<file path="config.mk">
export PLATFORM = sky130hd
export DESIGN_NAME = sip_slice_feeder
export DESIGN_NICKNAME = d
export VERILOG_FILES = /design/src/rtl/sip_slice_feeder.sv
export SDC_FILE = /design/constraint.sdc
export NUM_CORES = 1
export LEC_CHECK = 0
export BUFFER_PORTS_ARGS = -buffer_cell sky130_fd_sc_hd__buf_2
export CAP_MARGIN = 10
export CORE_AREA = 2 2 234 236
export CTS_CLUSTER_DIAMETER = 150
export DETAILED_ROUTE_END_ITERATION = 16
export DIE_AREA = 0 0 236 238
export PLACE_DENSITY = 0.76
export SETUP_SLACK_MARGIN = 0.2
export SYNTH_ARGS = -nofsm -noshare
export SYNTH_HDL_FRONTEND = slang
export SYNTH_SLANG_ARGS = --single-unit
</file>
<file path="constraint.sdc">
create_clock -name i_CLK -period 4.75 [get_ports i_CLK]
set_input_delay 0.475 -clock i_CLK [delete_from_list [all_inputs] [get_ports i_CLK]]
set_output_delay 0.475 -clock i_CLK [all_outputs]
set_load 0.1 [all_outputs]
</file>
<file path="src/rtl/sip_slice_feeder.sv">
// sip_slice_feeder: bit-slice issue sequencer for a serial-in-parallel dot engine.
// Accepts one activation vector and one weight vector per load handshake, then
// issues every (activation slice, weight slice) pair, LSB first, with the
// activation slice index incrementing fastest.
//
// Optional feature: define SIP_FEED_ZSKIP_EN to skip non-last pairs whose
// activation slices are zero on every lane, without spending a cycle on them.
//
// Ports:
//   i_CLK, i_RST           clock, synchronous active-high reset
//   i_Valid / o_Ready      load handshake (o_Ready decoded from state)
//   i_ActVec, i_WeightVec  N_DOT elements of MAX_PREC bits, LSB-aligned
//   i_PrecA, i_PrecW       operand precision in bits (0 or >MAX_PREC = MAX_PREC)
//   i_SignedA, i_SignedW   operands are two's complement
//   o_Valid / i_Ready      issue handshake
//   o_Act, o_Weight        per-lane slice of the issued pair
//   o_SignI, o_SignW       issued slice is the signed MSB slice
//   o_Shift                bit weight of the issued pair
//   o_Last                 final pair of the current vector
module sip_slice_feeder #(
    parameter int unsigned N_DOT         = 32,
    parameter int unsigned BITS_PARALLEL = 1,
    parameter int unsigned MAX_PREC      = 8
) (
    input  logic                               i_CLK,
    input  logic                               i_RST,
    input  logic                               i_Valid,
    output logic                               o_Ready,
    input  logic [N_DOT*MAX_PREC-1:0]          i_ActVec,
    input  logic [N_DOT*MAX_PREC-1:0]          i_WeightVec,
    input  logic [3:0]                         i_PrecA,
    input  logic [3:0]                         i_PrecW,
    input  logic                               i_SignedA,
    input  logic                               i_SignedW,
    output logic                               o_Valid,
    input  logic                               i_Ready,
    output logic [N_DOT*BITS_PARALLEL-1:0]     o_Act,
    output logic [N_DOT*BITS_PARALLEL-1:0]     o_Weight,
    output logic                               o_SignI,
    output logic                               o_SignW,
    output logic [4:0]                         o_Shift,
    output logic                               o_Last
);

    localparam int unsigned MAX_S = MAX_PREC / BITS_PARALLEL;
    localparam int unsigned CW    = $clog2(MAX_S + 1);
    localparam int unsigned VW    = N_DOT * MAX_PREC;
    localparam int unsigned OW    = N_DOT * BITS_PARALLEL;

    typedef enum logic {
        IDLE  = 1'b0,
        ISSUE = 1'b1
    } state_t;

    state_t          state_q;
    logic [VW-1:0]   act_q;
    logic [VW-1:0]   wt_q;
    logic [CW-1:0]   sa_q;
    logic [CW-1:0]   sw_q;
    logic [CW-1:0]   a_q;
    logic [CW-1:0]   w_q;
    logic            signed_a_q;
    logic            signed_w_q;

    logic            load;
    logic            adv;
    logic [VW-1:0]   src_act;
    logic [VW-1:0]   src_wt;
    logic [CW-1:0]   src_sa;
    logic [CW-1:0]   src_sw;
    logic            src_sga;
    logic            src_sgw;
    logic [CW-1:0]   start_a;
    logic [CW-1:0]   start_w;
    logic [CW-1:0]   nxt_a;
    logic [CW-1:0]   nxt_w;
    logic [OW-1:0]   nxt_act;
    logic [OW-1:0]   nxt_wt;
    logic            nxt_sign_i;
    logic            nxt_sign_w;
    logic            nxt_last;
    logic [4:0]      nxt_shift;

    // Number of slices for a requested precision, out-of-range clamped to MAX_PREC.
    function automatic logic [CW-1:0] slice_count(input logic [3:0] prec);
        int unsigned bits;
        bits = 32'(prec);
        if (bits == 0 || bits > MAX_PREC) bits = MAX_PREC;
        bits = bits / BITS_PARALLEL;
        if (bits == 0) bits = 1;
        return CW'(bits);
    endfunction

    // Gather slice idx of every lane into one issue word.
    function automatic logic [OW-1:0] get_slice(input logic [VW-1:0] vec,
                                                input logic [CW-1:0] idx);
        logic [OW-1:0] s;
        s = '0;
        for (int k = 0; k < int'(N_DOT); k++) begin
            s[BITS_PARALLEL*k +: BITS_PARALLEL] =
                vec[MAX_PREC*k + BITS_PARALLEL*int'(idx) +: BITS_PARALLEL];
        end
        return s;
    endfunction

    assign o_Ready = (state_q == IDLE);

`ifdef SIP_FEED_ZSKIP_EN
    logic [MAX_S-1:0] nz;
    logic             hit;
    logic             any_nz;
    logic             last_row;
    logic [CW-1:0]    first_a;
`endif

    // Select the source operands and the next pair to present.
    always_comb begin
        load    = (state_q == IDLE) && i_Valid;
        adv     = (state_q == ISSUE) && o_Valid && i_Ready && !o_Last;
        src_act = load ? i_ActVec    : act_q;
        src_wt  = load ? i_WeightVec : wt_q;
        src_sa  = load ? slice_count(i_PrecA) : sa_q;
        src_sw  = load ? slice_count(i_PrecW) : sw_q;
        src_sga = load ? i_SignedA : signed_a_q;
        src_sgw = load ? i_SignedW : signed_w_q;

        // Sequential successor of the current pair (or (0,0) on load).
        if (load) begin
            start_a = '0;
            start_w = '0;
        end else if (CW'(a_q + CW'(1)) < sa_q) begin
            start_a = CW'(a_q + CW'(1));
            start_w = w_q;
        end else begin
            start_a = '0;
            start_w = CW'(w_q + CW'(1));
        end

`ifdef SIP_FEED_ZSKIP_EN
        for (int i = 0; i < int'(MAX_S); i++) begin
            nz[i] = |get_slice(src_act, CW'(i));
        end
        // The final pair of the last weight row is never skipped.
        last_row = (start_w == CW'(src_sw - CW'(1)));
        hit      = 1'b0;
        any_nz   = 1'b0;
        first_a  = '0;
        nxt_a    = CW'(src_sa - CW'(1));
        nxt_w    = CW'(src_sw - CW'(1));
        for (int i = int'(MAX_S) - 1; i >= 0; i--) begin
            if (CW'(i) >= start_a && CW'(i) < src_sa &&
                (nz[i] || (last_row && CW'(i) == CW'(src_sa - CW'(1))))) begin
                hit   = 1'b1;
                nxt_a = CW'(i);
                nxt_w = start_w;
            end
            if (CW'(i) < src_sa && nz[i]) begin
                any_nz  = 1'b1;
                first_a = CW'(i);
            end
        end
        // Zero pattern depends only on a, so an empty next row means every
        // remaining non-last row is empty: jump straight to the last pair.
        if (!hit && any_nz) begin
            nxt_a = first_a;
            nxt_w = CW'(start_w + CW'(1));
        end
`else
        nxt_a = start_a;
        nxt_w = start_w;
`endif

        nxt_act    = get_slice(src_act, nxt_a);
        nxt_wt     = get_slice(src_wt, nxt_w);
        nxt_sign_i = src_sga && (nxt_a == CW'(src_sa - CW'(1)));
        nxt_sign_w = src_sgw && (nxt_w == CW'(src_sw - CW'(1)));
        nxt_last   = (nxt_a == CW'(src_sa - CW'(1))) && (nxt_w == CW'(src_sw - CW'(1)));
        nxt_shift  = 5'(BITS_PARALLEL * (32'(nxt_a) + 32'(nxt_w)));
    end

    // State register, operand capture and registered issue outputs.
    always_ff @(posedge i_CLK) begin
        if (i_RST) begin
            state_q    <= IDLE;
            act_q      <= '0;
            wt_q       <= '0;
            sa_q       <= '0;
            sw_q       <= '0;
            a_q        <= '0;
            w_q        <= '0;
            signed_a_q <= 1'b0;
            signed_w_q <= 1'b0;
            o_Valid    <= 1'b0;
            o_Act      <= '0;
            o_Weight   <= '0;
            o_SignI    <= 1'b0;
            o_SignW    <= 1'b0;
            o_Shift    <= '0;
            o_Last     <= 1'b0;
        end else begin
            case (state_q)
                IDLE: begin
                    if (load) begin
                        act_q      <= i_ActVec;
                        wt_q       <= i_WeightVec;
                        sa_q       <= src_sa;
                        sw_q       <= src_sw;
                        signed_a_q <= i_SignedA;
                        signed_w_q <= i_SignedW;
                        state_q    <= ISSUE;
                    end
                end
                ISSUE: begin
                    if (o_Valid && i_Ready && o_Last) begin
                        state_q <= IDLE;
                        o_Valid <= 1'b0;
                    end
                end
                default: state_q <= IDLE;
            endcase

            if (load || adv) begin
                o_Valid  <= 1'b1;
                a_q      <= nxt_a;
                w_q      <= nxt_w;
                o_Act    <= nxt_act;
                o_Weight <= nxt_wt;
                o_SignI  <= nxt_sign_i;
                o_SignW  <= nxt_sign_w;
                o_Shift  <= nxt_shift;
                o_Last   <= nxt_last;
            end
        end
    end

endmodule

</file>
Word-level counts from Yosys, hierarchy flattened
Cells that the tools add are included.
Operators by class
  $add $sub $neg: 67
  magnitude comparators: 3
  equal/unequal tests: 2
  shifts and indexed selects: 64
  mux-type cells: 20
  bitwise operators: 1
  reductions and logical operators: 21
Operators with widths (number)
  $shiftx A256 B10 Y1: 32
  $shiftx A256 B9 Y1: 16
  $shiftx A256 B8 Y1: 8
  $shiftx A256 B7 Y1: 4
  $mux W256: 2
  $shiftx A256 B5 Y1: 2
  $shiftx A256 B6 Y1: 2
  $add A8 B4 Y9 const A: 32
  $add A7 B4 Y8 const A: 16
  $logic_not A32 Y1: 2
  $add A6 B4 Y7 const A: 8
  $mux W4: 10
  $add A5 B4 Y6 const A: 4
  $add A4 B4 Y5 const A: 2
  $logic_and A1 B1 Y1: 9
  $add A4 B1 Y4 const B: 2
  $eq A4 B4 Y1: 2
  $gt A4 B4 Y1 const B: 2
  $logic_not A4 Y1: 2
  $sub A4 B1 Y4 const B: 2
  $mux W1: 7
  $add A4 B4 Y5: 1
  $lt A4 B4 Y1: 1
  $reduce_and A2 Y1: 2
  other kinds (5): 8
Word-level totals
  flip-flop bits (word level): 604
  input bits: 526
  word-level logic and storage cells: 194

Depth between registers and ports, before layout
  word-level depth: 9
  gate-level depth with buffers: 18
  gate-level depth less buffers: 17

Worst setup path after synthesis
OpenSTA, ideal clock, no wires.
  kind: reg-to-reg
  from: reg a_q[0]
  to: reg o_Shift[4]
  arrival time: 3335 ps
  data required time: 4683 ps
  slack: 1349 ps
  cell stages (with the launch flop): 18
  path buffers: 2
  cell sequence: dfxtp_1 ha_1 xnor2_1 inv_1 ha_1 o211a_2 or4_4 clkinv_2 buf_4 buf_6 ha_1 inv_1 fa_1 nor2b_1 o21ai_0 nand2_1 o22ai_1 nor2_1
On the way
  longest elaborated chain between the ends: 5
Ends and longest elaborated chain
  from (decl): RTL line 60  | logic [CW-1:0] a_q;
  from (signal assigned): RTL line 224  | a_q <= nxt_a;
  $add A4 B1 Y4 *: RTL line 131, 132
  $lt A4 B4 Y1: RTL line 131  | end else if (CW'(a_q + CW'(1)) < sa_q) begin
  $mux W4 *: RTL line 131
  $mux W4 *: RTL line 128  | if (load) begin
  via nxt_a[0]: RTL line 75  | logic [CW-1:0] nxt_a;
  $add A4 B4 Y5 *: RTL line 178  | nxt_shift = 5'(BITS_PARALLEL * (32'(nxt_a) + 32'(nxt_w)));
  to (signal assigned): RTL line 230  | o_Shift <= nxt_shift;
  to (decl): RTL line 41  | output logic [4:0] o_Shift,
Mark *: on every way through the listed nets, which the timed path passes. The rest lies on a longest branch.
A chain may end at the register's enable or synchronous reset.

Worst setup path in the final report
  from: reg a_q[1]
  to: reg o_Weight[6]
On the way
  longest elaborated chain between the ends: 6
Ends and longest elaborated chain
  $add A4 B1 Y4: RTL line 131
  $lt A4 B4 Y1: RTL line 131
  $mux W4: RTL line 131
  $mux W4: RTL line 128
  $add A6 B4 Y7: RTL line 101  | vec[MAX_PREC*k + BITS_PARALLEL*int'(idx) +: BITS_PARALLEL];
  $shiftx A256 B8 Y1: RTL line 101
  to (signal assigned): RTL line 227  | o_Weight <= nxt_wt;
  to (decl): RTL line 38  | output logic [N_DOT*BITS_PARALLEL-1:0] o_Weight,
Every way passes these cells.

==> flow_metrics.env <==
export IMPL_hpwl_um=64600
export IMPL_grt_pass1_wl_um=143000
export IMPL_final_util=0.614
export IMPL_fin_crit_ns=3.95
export IMPL_die_w_um=236
export IMPL_hold_viol=0
export IMPL_final_layout_size_suffix_gt1_frac=0.205
export IMPL_status="completed"
export IMPL_clk_latency_ns=0.60
export IMPL_cp_arrival_ns=4.49
export IMPL_cts_setup_buffers=0
export IMPL_drtPass1Iterations=8
export IMPL_vias_per_cell=5.78
export IMPL_drt_initial_drc_count=2615
export IMPL_synth_common_cells="nand2_1, dfxtp_1, a21oi_1"
export IMPL_core_area_sq_mm=0.0535
export IMPL_vias=27255
export IMPL_cp_slowest_stage_delay_ns=1.15
export IMPL_finalCritPeriodShare=0.832
export IMPL_grt_pass1_vias=25421
export IMPL_crit_path_start_kind="flip-flop"
export IMPL_synth_enable_flop_cells=0
export IMPL_cts_resized=0
export IMPL_clk_path_buf_depth=3
export IMPL_rows=85
export IMPL_syn2layout_area_growth_pct=19.4
export IMPL_ys_ff_latch=604
export IMPL_slew_violations=0
export IMPL_drc=0
export IMPL_place_area_sq_mm=0.0307
export IMPL_cts_hold_buf=0
export IMPL_port_buffers=599
export IMPL_yosys_area_top_type="dfxtp_1"
export IMPL_overflow=0
export IMPL_ys_seq_area_frac=0.439
export IMPL_gp_congestion=0.907
export IMPL_yosysMostFrequentCell="nand2_1"
export IMPL_hold_path_class="in -> reg"
export IMPL_die_h_um=238
export IMPL_max_freq_mhz=253
export IMPL_path_cells="ha_4, xnor2_1, inv_1, ha_1, o211a_2, a211o_1, nand3_2, and3b_1, a32oi_1, a21oi_1, a221o_1"
export IMPL_power_density_mw_per_mm2=398
export IMPL_drt_total_wl_um=95300
export IMPL_pin_count=600
export IMPL_cts_root_buffer_cell="clkbuf_16"
export IMPL_grtUsageTotal=0.324
export IMPL_pre_cts_ws_ns=0.873
export IMPL_slew_headroom=0.201
export IMPL_rsz0062_at_grt="false"
export IMPL_synthTopCellsByArea="dfxtp_1, nand2_1, a21oi_1"
export IMPL_nets=4490
export IMPL_postRouteAntennaNets=0
export IMPL_htree_num_levels=3
export IMPL_setup_ws_ns=0.800
export IMPL_antenna_found_initial=24
export IMPL_nFillCells=4802
export IMPL_skew_ns=0.0241
export IMPL_tritoncts="yes"
export IMPL_syn_instance_count=3541
export IMPL_final_cell_area_sq_mm=0.0328
export IMPL_grt_max_degree=186
export IMPL_setup_viol=0
export IMPL_ys_flop_type="dfxtp_1"
export IMPL_worstPathMaxFanout=18
export IMPL_synth_top_area_frac=0.439
export IMPL_max_cap_violations=0
export IMPL_worst_path_buf_inv=1
export IMPL_setup_tns_ns=0
export IMPL_cp_top_family="simple AND/OR/NAND/NOR gates"
export IMPL_path_class="reg -> reg"
export IMPL_synth_avg_cell_area_sq_um=7.77
export IMPL_clkSinkCount=604
export IMPL_die_area_sq_mm=0.0562
export IMPL_end_kind="flip-flop"
export IMPL_ys_warnings_count=0
export IMPL_async_flop_share=0
export IMPL_syn_nets=4079
export IMPL_required_ns=5.29
export IMPL_clk_pin_slew_ns=0.06
export IMPL_critPathSlowestCell="and3b_1"
export IMPL_initial_utilization=0.514
export IMPL_leakage_uw=0.0137
export IMPL_cts_buffers=66
export IMPL_vdd_drop_max_uv=272
export IMPL_wl_per_cell_um=20.2
export IMPL_syn_area_sq_mm=0.0275
export IMPL_worstMarginPinSlew_ns=1.20
export IMPL_synth_cell_types=85
[cell usage in the layout, fill, tap and decap left out, drive strengths merged, types with 27 or more instances in the layout]
cell type  count
a21oi        516
a221o         33
a31oi         27
buf          655
clkbuf       103
dfxtp        604
inv           29
mux2i        148
nand2        982
nand3        132
nor2         233
nor3          46
o21ai        107
[flip-flops by register name, indices dropped and copies added, names as in the netlist]
name / count
o_SignW: 1
wt_q: 256
a_q: 4
w_q: 4
signed_w_q: 1
o_Shift: 5
o_Last: 1
o_Act: 32
o_SignI: 1
sa_q: 4
sw_q: 4
act_q: 256
o_Weight: 32
o_Valid: 1
signed_a_q: 1
state_q: 1
[power by group]
group	switching [uW]	leakage (uW)	total, uW	internal (uW)
sequential	174	0.00496	5560	5390
clock	2110	0.00107	5110	3000
combinational	1620	0.00766	2400	783
total	3910	0.0137	13100	9170
[cell type report]
cell class,count,area [sq um],share of cell area
multi-input combinational,2596,14000,0.426
clock buffer,103,2030,0.0619
sequential,604,12100,0.368
clock inverter,15,119,0.00362
antenna,15,37.5,0.00114
inverter,29,110,0.00335
timing repair buffer,655,3580,0.109
tap,696,871,0.0265
[worst reg2reg max path, delay by kind of cell (launching register included)]
kind	cells	cell delay, ns
and+or+nand+nor	2	1.54
AOI/OAI and AO/OA	5	1.12
adders and majority gates	2	0.53
DFF	1	0.34
buffers and inverters	1	0.19
xor gates and xnor gates	1	0.17
[path summary, 6_finish.rpt]
path / from / end / slack, ns / cells past startpoint
worst min register to register: o_Weight[31] / o_Weight[31] / 0.45 / 2
worst max-delay path: a_q[1] / o_Weight[6] / 0.80 / 11
worst min-delay path: i_ActVec[99] / act_q[99] / 0.11 / 3
worst max register to register: a_q[1] / o_Weight[6] / 0.80 / 11
[routing by layer]
| layer | GRT usage | vias to the layer above | wire [um] |
|---|---|---|---|
| met4 | 0.184 | 20 | 5280 |
| li1 | - | 13015 | - |
| met3 | 0.0636 | 295 | 7370 |
| met2 | 0.540 | 1251 | 45200 |
| met5 | 0 | - | 136 |
| met1 | 0.392 | 12674 | 37400 |
[cells by family (layout without fill, tap and decap cells)]
kind of cell	count (synthesis)	after routing	share of synthesized area
simple gates	1490	1490	0.224
other cells	0	15	0
fa+ha+maj	12	12	0.00573
compound gates	907	907	0.207
flops	604	604	0.439
buf+inv	341	802	0.0557
xor+xnor	21	21	0.00696
mux	166	166	0.0612
[per-stage QoR]
step                      instances  power [uW]  hold WS, ns
final                          4713       13100        0.111
after global placement         4580        8010        0.438
after detailed placement       4580        8040        0.441
after floorplan                3541        7280        0.431
after CTS                      4698       13100       0.0849
after global routing           4706       13500       0.0940
Power figures use the tool's default switching activity.
